**src/rtl/control_sequencer.sv**
```systemverilog
// ============================================================================
//  Module   : control_sequencer
//  Purpose  : Fetch/execute micro-sequencer for the 8-bit single-bus CPU.
//  Revision : 1.0 - initial release
// ============================================================================
`default_nettype none

module control_sequencer #(
   parameter int DATA_WIDTH   = 8,
   parameter int OPCODE_WIDTH = 4
) (
   input  logic                  i_clk,
   input  logic                  i_rst,
   input  logic                  i_step_en,
   input  logic [DATA_WIDTH-1:0] i_instr,
   input  logic                  i_flag_c,
   input  logic                  i_flag_z,
   output logic                  o_pc_oe,
   output logic                  o_pc_inc,
   output logic                  o_pc_we,
   output logic                  o_mar_we,
   output logic                  o_ram_oe,
   output logic                  o_ram_we,
   output logic                  o_ir_we,
   output logic                  o_ir_oe,
   output logic                  o_a_we,
   output logic                  o_a_oe,
   output logic                  o_b_we,
   output logic                  o_alu_oe,
   output logic                  o_alu_sub,
   output logic                  o_flags_we,
   output logic                  o_out_we,
   output logic                  o_halt,
   output logic [2:0]            o_step
);

   localparam logic [OPCODE_WIDTH-1:0] c_OP_LDA = OPCODE_WIDTH'(4'h1);
   localparam logic [OPCODE_WIDTH-1:0] c_OP_ADD = OPCODE_WIDTH'(4'h2);
   localparam logic [OPCODE_WIDTH-1:0] c_OP_SUB = OPCODE_WIDTH'(4'h3);
   localparam logic [OPCODE_WIDTH-1:0] c_OP_STA = OPCODE_WIDTH'(4'h4);
   localparam logic [OPCODE_WIDTH-1:0] c_OP_LDI = OPCODE_WIDTH'(4'h5);
   localparam logic [OPCODE_WIDTH-1:0] c_OP_JMP = OPCODE_WIDTH'(4'h6);
   localparam logic [OPCODE_WIDTH-1:0] c_OP_JC  = OPCODE_WIDTH'(4'h7);
   localparam logic [OPCODE_WIDTH-1:0] c_OP_JZ  = OPCODE_WIDTH'(4'h8);
   localparam logic [OPCODE_WIDTH-1:0] c_OP_OUT = OPCODE_WIDTH'(4'hE);
   localparam logic [OPCODE_WIDTH-1:0] c_OP_HLT = OPCODE_WIDTH'(4'hF);

   typedef enum logic [2:0] {
      S_T0   = 3'd0,
      S_T1   = 3'd1,
      S_T2   = 3'd2,
      S_T3   = 3'd3,
      S_T4   = 3'd4,
      S_HALT = 3'd5
   } state_t;

   state_t state_q;
   state_t state_d;

   logic [OPCODE_WIDTH-1:0] w_opcode;
   logic                    w_unused_operand;
   logic                    w_gate;

   logic w_pc_oe, w_pc_inc, w_pc_we, w_mar_we, w_ram_oe, w_ram_we, w_ir_we;
   logic w_ir_oe, w_a_we, w_a_oe, w_b_we, w_alu_oe, w_alu_sub, w_flags_we;
   logic w_out_we;

   assign w_opcode         = i_instr[DATA_WIDTH-1 -: OPCODE_WIDTH];
   assign w_unused_operand = ^i_instr[DATA_WIDTH-OPCODE_WIDTH-1:0];

   always_ff @(posedge i_clk or posedge i_rst) begin
      if (i_rst) begin
         state_q <= S_T0;
      end else if (i_step_en) begin
         state_q <= state_d;
      end
   end

   always_comb begin
      state_d    = state_q;
      w_pc_oe    = 1'b0;
      w_pc_inc   = 1'b0;
      w_pc_we    = 1'b0;
      w_mar_we   = 1'b0;
      w_ram_oe   = 1'b0;
      w_ram_we   = 1'b0;
      w_ir_we    = 1'b0;
      w_ir_oe    = 1'b0;
      w_a_we     = 1'b0;
      w_a_oe     = 1'b0;
      w_b_we     = 1'b0;
      w_alu_oe   = 1'b0;
      w_alu_sub  = 1'b0;
      w_flags_we = 1'b0;
      w_out_we   = 1'b0;

      case (state_q)
         S_T0: begin
            w_pc_oe  = 1'b1;
            w_mar_we = 1'b1;
            state_d  = S_T1;
         end
         S_T1: begin
            w_ram_oe = 1'b1;
            w_ir_we  = 1'b1;
            w_pc_inc = 1'b1;
            state_d  = S_T2;
         end
         S_T2: begin
            state_d = S_T0;
            case (w_opcode)
               c_OP_LDA, c_OP_ADD, c_OP_SUB, c_OP_STA: begin
                  w_ir_oe  = 1'b1;
                  w_mar_we = 1'b1;
                  state_d  = S_T3;
               end
               c_OP_LDI: begin
                  w_ir_oe = 1'b1;
                  w_a_we  = 1'b1;
               end
               c_OP_JMP: begin
                  w_ir_oe = 1'b1;
                  w_pc_we = 1'b1;
               end
               c_OP_JC: begin
                  w_ir_oe = i_flag_c;
                  w_pc_we = i_flag_c;
               end
               c_OP_JZ: begin
                  w_ir_oe = i_flag_z;
                  w_pc_we = i_flag_z;
               end
               c_OP_OUT: begin
                  w_a_oe   = 1'b1;
                  w_out_we = 1'b1;
               end
               c_OP_HLT: begin
                  state_d = S_HALT;
               end
               default: begin
               end
            endcase
         end
         S_T3: begin
            state_d = S_T0;
            case (w_opcode)
               c_OP_LDA: begin
                  w_ram_oe = 1'b1;
                  w_a_we   = 1'b1;
               end
               c_OP_ADD, c_OP_SUB: begin
                  w_ram_oe  = 1'b1;
                  w_b_we    = 1'b1;
                  w_alu_sub = (w_opcode == c_OP_SUB);
                  state_d   = S_T4;
               end
               c_OP_STA: begin
                  w_a_oe   = 1'b1;
                  w_ram_we = 1'b1;
               end
               default: begin
               end
            endcase
         end
         S_T4: begin
            state_d = S_T0;
            if ((w_opcode == c_OP_ADD) || (w_opcode == c_OP_SUB)) begin
               w_alu_oe   = 1'b1;
               w_a_we     = 1'b1;
               w_flags_we = 1'b1;
               w_alu_sub  = (w_opcode == c_OP_SUB);
            end
         end
         S_HALT: begin
            state_d = S_HALT;
         end
         default: begin
            state_d = S_T0;
         end
      endcase
   end

   // Frozen or resetting sequencer must not re-fire any write or bus drive.
   assign w_gate = i_step_en & ~i_rst;

   assign o_pc_oe    = w_gate & w_pc_oe;
   assign o_pc_inc   = w_gate & w_pc_inc;
   assign o_pc_we    = w_gate & w_pc_we;
   assign o_mar_we   = w_gate & w_mar_we;
   assign o_ram_oe   = w_gate & w_ram_oe;
   assign o_ram_we   = w_gate & w_ram_we;
   assign o_ir_we    = w_gate & w_ir_we;
   assign o_ir_oe    = w_gate & w_ir_oe;
   assign o_a_we     = w_gate & w_a_we;
   assign o_a_oe     = w_gate & w_a_oe;
   assign o_b_we     = w_gate & w_b_we;
   assign o_alu_oe   = w_gate & w_alu_oe;
   assign o_alu_sub  = w_gate & w_alu_sub;
   assign o_flags_we = w_gate & w_flags_we;
   assign o_out_we   = w_gate & w_out_we;

   assign o_halt = (state_q == S_HALT) & ~i_rst;
   assign o_step = (state_q == S_HALT) ? 3'd0 : 3'(state_q);

endmodule

`default_nettype wire
```
**config.mk**
```make
export PLATFORM = sky130hd
export DESIGN_NAME = control_sequencer
export DESIGN_NICKNAME = d
export VERILOG_FILES = /design/src/rtl/control_sequencer.sv
export SDC_FILE = /design/constraint.sdc
export NUM_CORES = 1
export LEC_CHECK = 0
export BUFFER_PORTS_ARGS = -buffer_cell sky130_fd_sc_hd__buf_2
export CORE_AREA = 2 2 39 41
export DETAILED_ROUTE_END_ITERATION = 12
export DIE_AREA = 0 0 41 43
export PLACE_DENSITY = 0.86
export SYNTH_ARGS = -nofsm -noshare
export SYNTH_HDL_FRONTEND = slang
export SYNTH_SLANG_ARGS = --single-unit
```
**constraint.sdc**
```tcl
create_clock -name i_clk -period 2.95 [get_ports i_clk]
set_clock_uncertainty 0.2 [all_clocks]
set_input_delay 0.59 -clock i_clk [delete_from_list [all_inputs] [get_ports i_clk]]
set_output_delay 0.59 -clock i_clk [all_outputs]
set_load 0.1 [all_outputs]
```
After elaboration in Yosys (flattened, before gate mapping)
Index checks and enable logic that the tools add are counted. W data, S select, Z words.

Output and inout bits: 19. Flip-flop bits (word level): 3. Input bits: 13.

Eq/ne operators: 15. Mux-type cells: 29. Reduce and logical (&&, ||, !) cells: 6. Bitwise gates (word level): 16.

Operator list (count): $mux W1 (18); $eq A4 B3 Y1 const B (4); $and A1 B1 Y1 (15); $pmux W3 S5 (1); $eq A4 B4 Y1 const B (3); $pmux W1 S3 (3); $eq A4 B2 Y1 const B (2); $pmux W1 S2 (4); $eq A3 B2 Y1 const B (2); $eq A3 B3 Y1 const B (2); $mux W3 (2); $pmux W3 S2 (1); $reduce_or A6 Y1 (1); $eq A4 B1 Y1 const B (1); $reduce_or A4 Y1 (1); $eq A3 B1 Y1 const B (1); $logic_not A3 Y1 (1); $reduce_or A3 Y1 (1); $reduce_or A2 Y1 (1); $logic_or A1 B1 Y1 (1); $not A1 Y1 (1).

Longest topological paths before layout
Depth after elaboration: 5. Gate-level depth with buffers: 5. Gate-level depth less buffers: 3.

Least setup slack after synthesis
Ideal clock, no wire load.

Kind: input to output. From: in i_instr[6]. To: out o_b_we. Cell stages on the path: 2. Buffers on the path: 0. Arrival time: 3.874 ns. Slack: -1.714 ns. Data required time: 2.160 ns. Cell sequence: or3b_1 -> nor4_1.

Word-level cells in the longest chain between the ends: 5.

RTL lines: from (decl) (RTL line 15) `input logic [DATA_WIDTH-1:0] i_instr,`; $eq A4 B2 Y1 (RTL line 146) `case (w_opcode)`; $reduce_or A2 Y1 (*) (RTL line 146); $mux W1 (*) (RTL line 146); $mux W1 (*) (RTL line 97) `case (state_q)`; $and A1 B1 Y1 (*) (RTL line 196) `assign o_b_we = w_gate & w_b_we;`; to (decl) (RTL line 28) `output logic o_b_we,`.

Mark *: on every way between the ends. The rest lies on a longest branch, timed or not.

Worst setup path in the final report
From: reg state_q[0]. To: out o_pc_inc.

Word-level cells in the longest chain between the ends: 3.

RTL lines: from (decl) (RTL line 57) `state_t state_q;`; from (signal assigned) (RTL line 75) `state_q <= state_d;`; $eq A3 B1 Y1 (RTL line 97); $mux W1 (RTL line 97); $and A1 B1 Y1 (RTL line 187) `assign o_pc_inc = w_gate & w_pc_inc;`; to (decl) (RTL line 19) `output logic o_pc_inc,`.

Every way passes these cells.

==> flow_metrics.tcl <==
set metrics [dict create \
    filler_cell_count 116 \
    synth_nets 95 \
    synth_flop_cell "dfrtp_1" \
    postCtsSetupRepairBufs 0 \
    min_path_type "in -> async" \
    synthToLayoutAreaGrowth_pct 40.46 \
    maxCapViolations 0 \
    xor_xnor_share_of_the_synthesized_area_pct 0 \
    report.final.setup_viol 0 \
    outcome "completed" \
    multi_input_comb_area_sq_um 526.8 \
    worst_pin_slew_ns 0.4890 \
    regToRegEndpoint "state_q[1]" \
    first_global_vias 600 \
    syn-cell-area_sq_um 603.1 \
    final_period_minus_worst_setup_slack_ns 2.766 \
    criticalPathCategory "reg -> out" \
    number_of_register_bits_inferred_by_synthesis 3 \
    postCtsHoldBufs 0 \
    numPlacedInstances 115 \
    timing.critical_path.fanout_max 14 \
    synthDistinctLibCells 41 \
    hold_viol_final 0 \
    final_cell_area_excluding_filler_cells_sq_um 847.1 \
    die_w_microns 41 \
    synth_seq_area_share_pct 12.45 \
    floorplan.die.height_microns 43 \
    arithmetic_cell_share_of_the_synthesized_area_counting_full_adders_half_adders_and_majority_gates_pct 0 \
    overall_overflow_remaining_after_global_route 0 \
    max-clock-path-buffers 2 \
    netlist_instances 82 \
    total_routed_wirelength_microns 1677 \
    final_layout_size_suffix_gt1_share_pct 46.60 \
    route.detailed.vias_per_inst 6.134 \
    simple_gate_fraction_of_synth_area_pct 54.56 \
    crit_required_ns 2.16 \
    post_synth_main_area_contributors "dfrtp_1 12%, nand4b_1 5.8%, or3_1 4.1%" \
    io_buffers 27 \
    antenna_found_initial 0 \
    critical_path.startpoint_type "flip-flop" \
    area.sequential_sq_um 75.07 \
    routed-via-count 730 \
    cts_htree_levels 1 \
    count_of_flip_flops_with_a_built_in_enable_after_synthesis 0 \
    die_area_sq_mm 0.001763 \
    p_leak_nw 0.3565 \
    critical-path-max-stage-delay_ns 0.62 \
    use_met3_pct 7.853 \
    globalplace.congestion 0.8231 \
    largest_register "state_q" \
    grt_util_met1_pct 32.36 \
    largest_net_degree_at_the_start_of_global_routing 19 \
    antenna_cells 0 \
    dr.first_iter.drc_count 14 \
    largestRegisters "state_q: 3 flops" \
    detailed_place.area_sq_um 820.8 \
    synth_top_family_by_area "simple AND/OR/NAND/NOR gates" \
    drt_antenna_net_count 0 \
    synth_top_area_cell "dfrtp_1" \
    busiest_layer "met2" \
    route.detailed.wl_per_inst_microns 14.09 \
    synthDominantCellAreaShare_pct 12.45 \
    cts_tree "built" \
    grt_setup_unrepaired "false" \
    floorplan.io_pins 32 \
    core_sq_mm 0.001384 \
    nNetsFinal 117 \
    max_reg_flops 3 \
    total_global_route_track_usage_pct 24.95 \
    clock.fmax_mhz 361.5 \
    maximum_vdd_drop_uv 701.1 \
    numClockSinks 3 \
    grt.met2_usage_pct 34.06 \
    timing.final.crit_share_pct 93.77 \
    drcViolationCount 0 \
    area_fraction_in_compound_gates_after_synthesis_pct 17.01 \
    synth_commonest_cells "5 x nand2_1, 5 x nor2_1, 4 x buf_2, 4 x nand4b_1, 4 x or3_1" \
    crit-reg2reg-launch "state_q[0]" \
    r2r_setup_slack_ns 1.35 \
    cts_buffers 3 \
    timing.slew.headroom_pct 67.62 \
    synth-async-reset-ratio_pct 100.0 \
    start_util_pct 43.58 \
    critical_path_arrival_ns 1.98 \
    crit_path_cell_trace "nand2_1 -> or3_1 -> nor2_4 -> buf_2" \
    r2r.worst_path.cells 3 \
    clk_root_buffer_cell "clkbuf_4" \
    wire_length_of_the_first_global_routing_pass_microns 2870 \
    final_max_slew_viol_count 0 \
    slowest_stage_cell_cp "dfrtp_1" \
    totalNegativeSetupSlack_ns 0 \
    avg_cell_area_syn_sq_um 7.355 \
    clkTransAtPathRegs_ns 0.04 \
    synth.yosys.warnings 0 \
    finish.cell_count_without_fillers 119 \
    power-per-cell-area_mw_per_mm2 706.1 \
    cts-resized-gates 0 \
    cp-end-kind "primary output" \
    dr.pass1.iters 4 \
    dp.final_hpwl_microns 1201 \
    fp-row-count 14 \
    synth.mux.area_fraction_pct 3.320 \
    worstSkewPairLatency_ns 0.25 \
]
worst max-delay path by stage:
| stage | slack (ns) | depth (start not counted) | from | endpoint |
|---|---|---|---|---|
| final | 0.18 | 4 | state_q[0] | o_pc_inc |
| after global routing | 0.1 | 4 | state_q[0] | o_pc_inc |
| after CTS | 0.19 | 4 | state_q[0] | o_pc_inc |
| after detailed placement | 0.31 | 4 | i_instr[5] | o_b_we |
| after global placement | 0.32 | 5 | i_instr[7] | o_a_oe |
| after floorplan | -0.58 | 2 | i_instr[6] | o_b_we |
layout make-up:
cell class / count / area share, %
clock buffer: 4 / 3.102
inverter: 3 / 1.329
sequential: 3 / 8.863
multi-input combinational: 65 / 62.19
tap: 16 / 2.363
timing repair buffer: 28 / 22.16
metrics by stage:
step | power (mW) | hold slack [ns] | util (%) | setup WS, ns
after global routing | 0.6308 | 0.1439 | 61.21 | 0.09717
after CTS | 0.5970 | 0.1287 | 61.21 | 0.1929
after floorplan | 0.4628 | 0.1574 | - | -0.5765
after detailed placement | 0.5175 | 0.3938 | 59.31 | 0.3061
after global placement | 0.5073 | 0.3885 | 59.31 | 0.3153
final | 0.5981 | 0.1318 | 61.21 | 0.1837
routing by layer:
layer	vias to the layer above	wire (microns)
met5	-	0
met4	0	54
met3	5	79
met2	23	850
met1	350	693
li1	352	-
cell families after synthesis:
family / after synthesis
compound gates: 15
flops: 3
simple gates: 48
buf+inv: 14
mux: 2
layout by cell type (no fill, tap or decap), types with 2 or more instances in the layout:
cell / instances
buf_12: 3
nand2_1: 5
clkbuf_4: 3
nor2b_1: 2
or3_1: 4
nor2_2: 2
dfrtp_1: 3
o21ai_0: 2
and3_1: 2
buf_2: 24
inv_1: 2
mux2i_1: 2
or3b_1: 2
nor3b_1: 2
a211oi_2: 2
nand4b_1: 4
nor3b_2: 2
nand4_1: 2
nand3_1: 3
nor4b_1: 2
nor2_1: 2
nand2b_1: 3
a21oi_2: 2
report_power, final:
group	switching [mW]	internal (mW)
registers	0.0484	0.0554
clock network	0.0297	0.0512
logic	0.313	0.100
worst max-delay path: cells and delay by family, from the launching register on:
family        cells  cell delay [ns]
buf+inv           1             0.42
flops             1             0.62
simple gates      3             0.68
(Power assumes the default switching activity.)
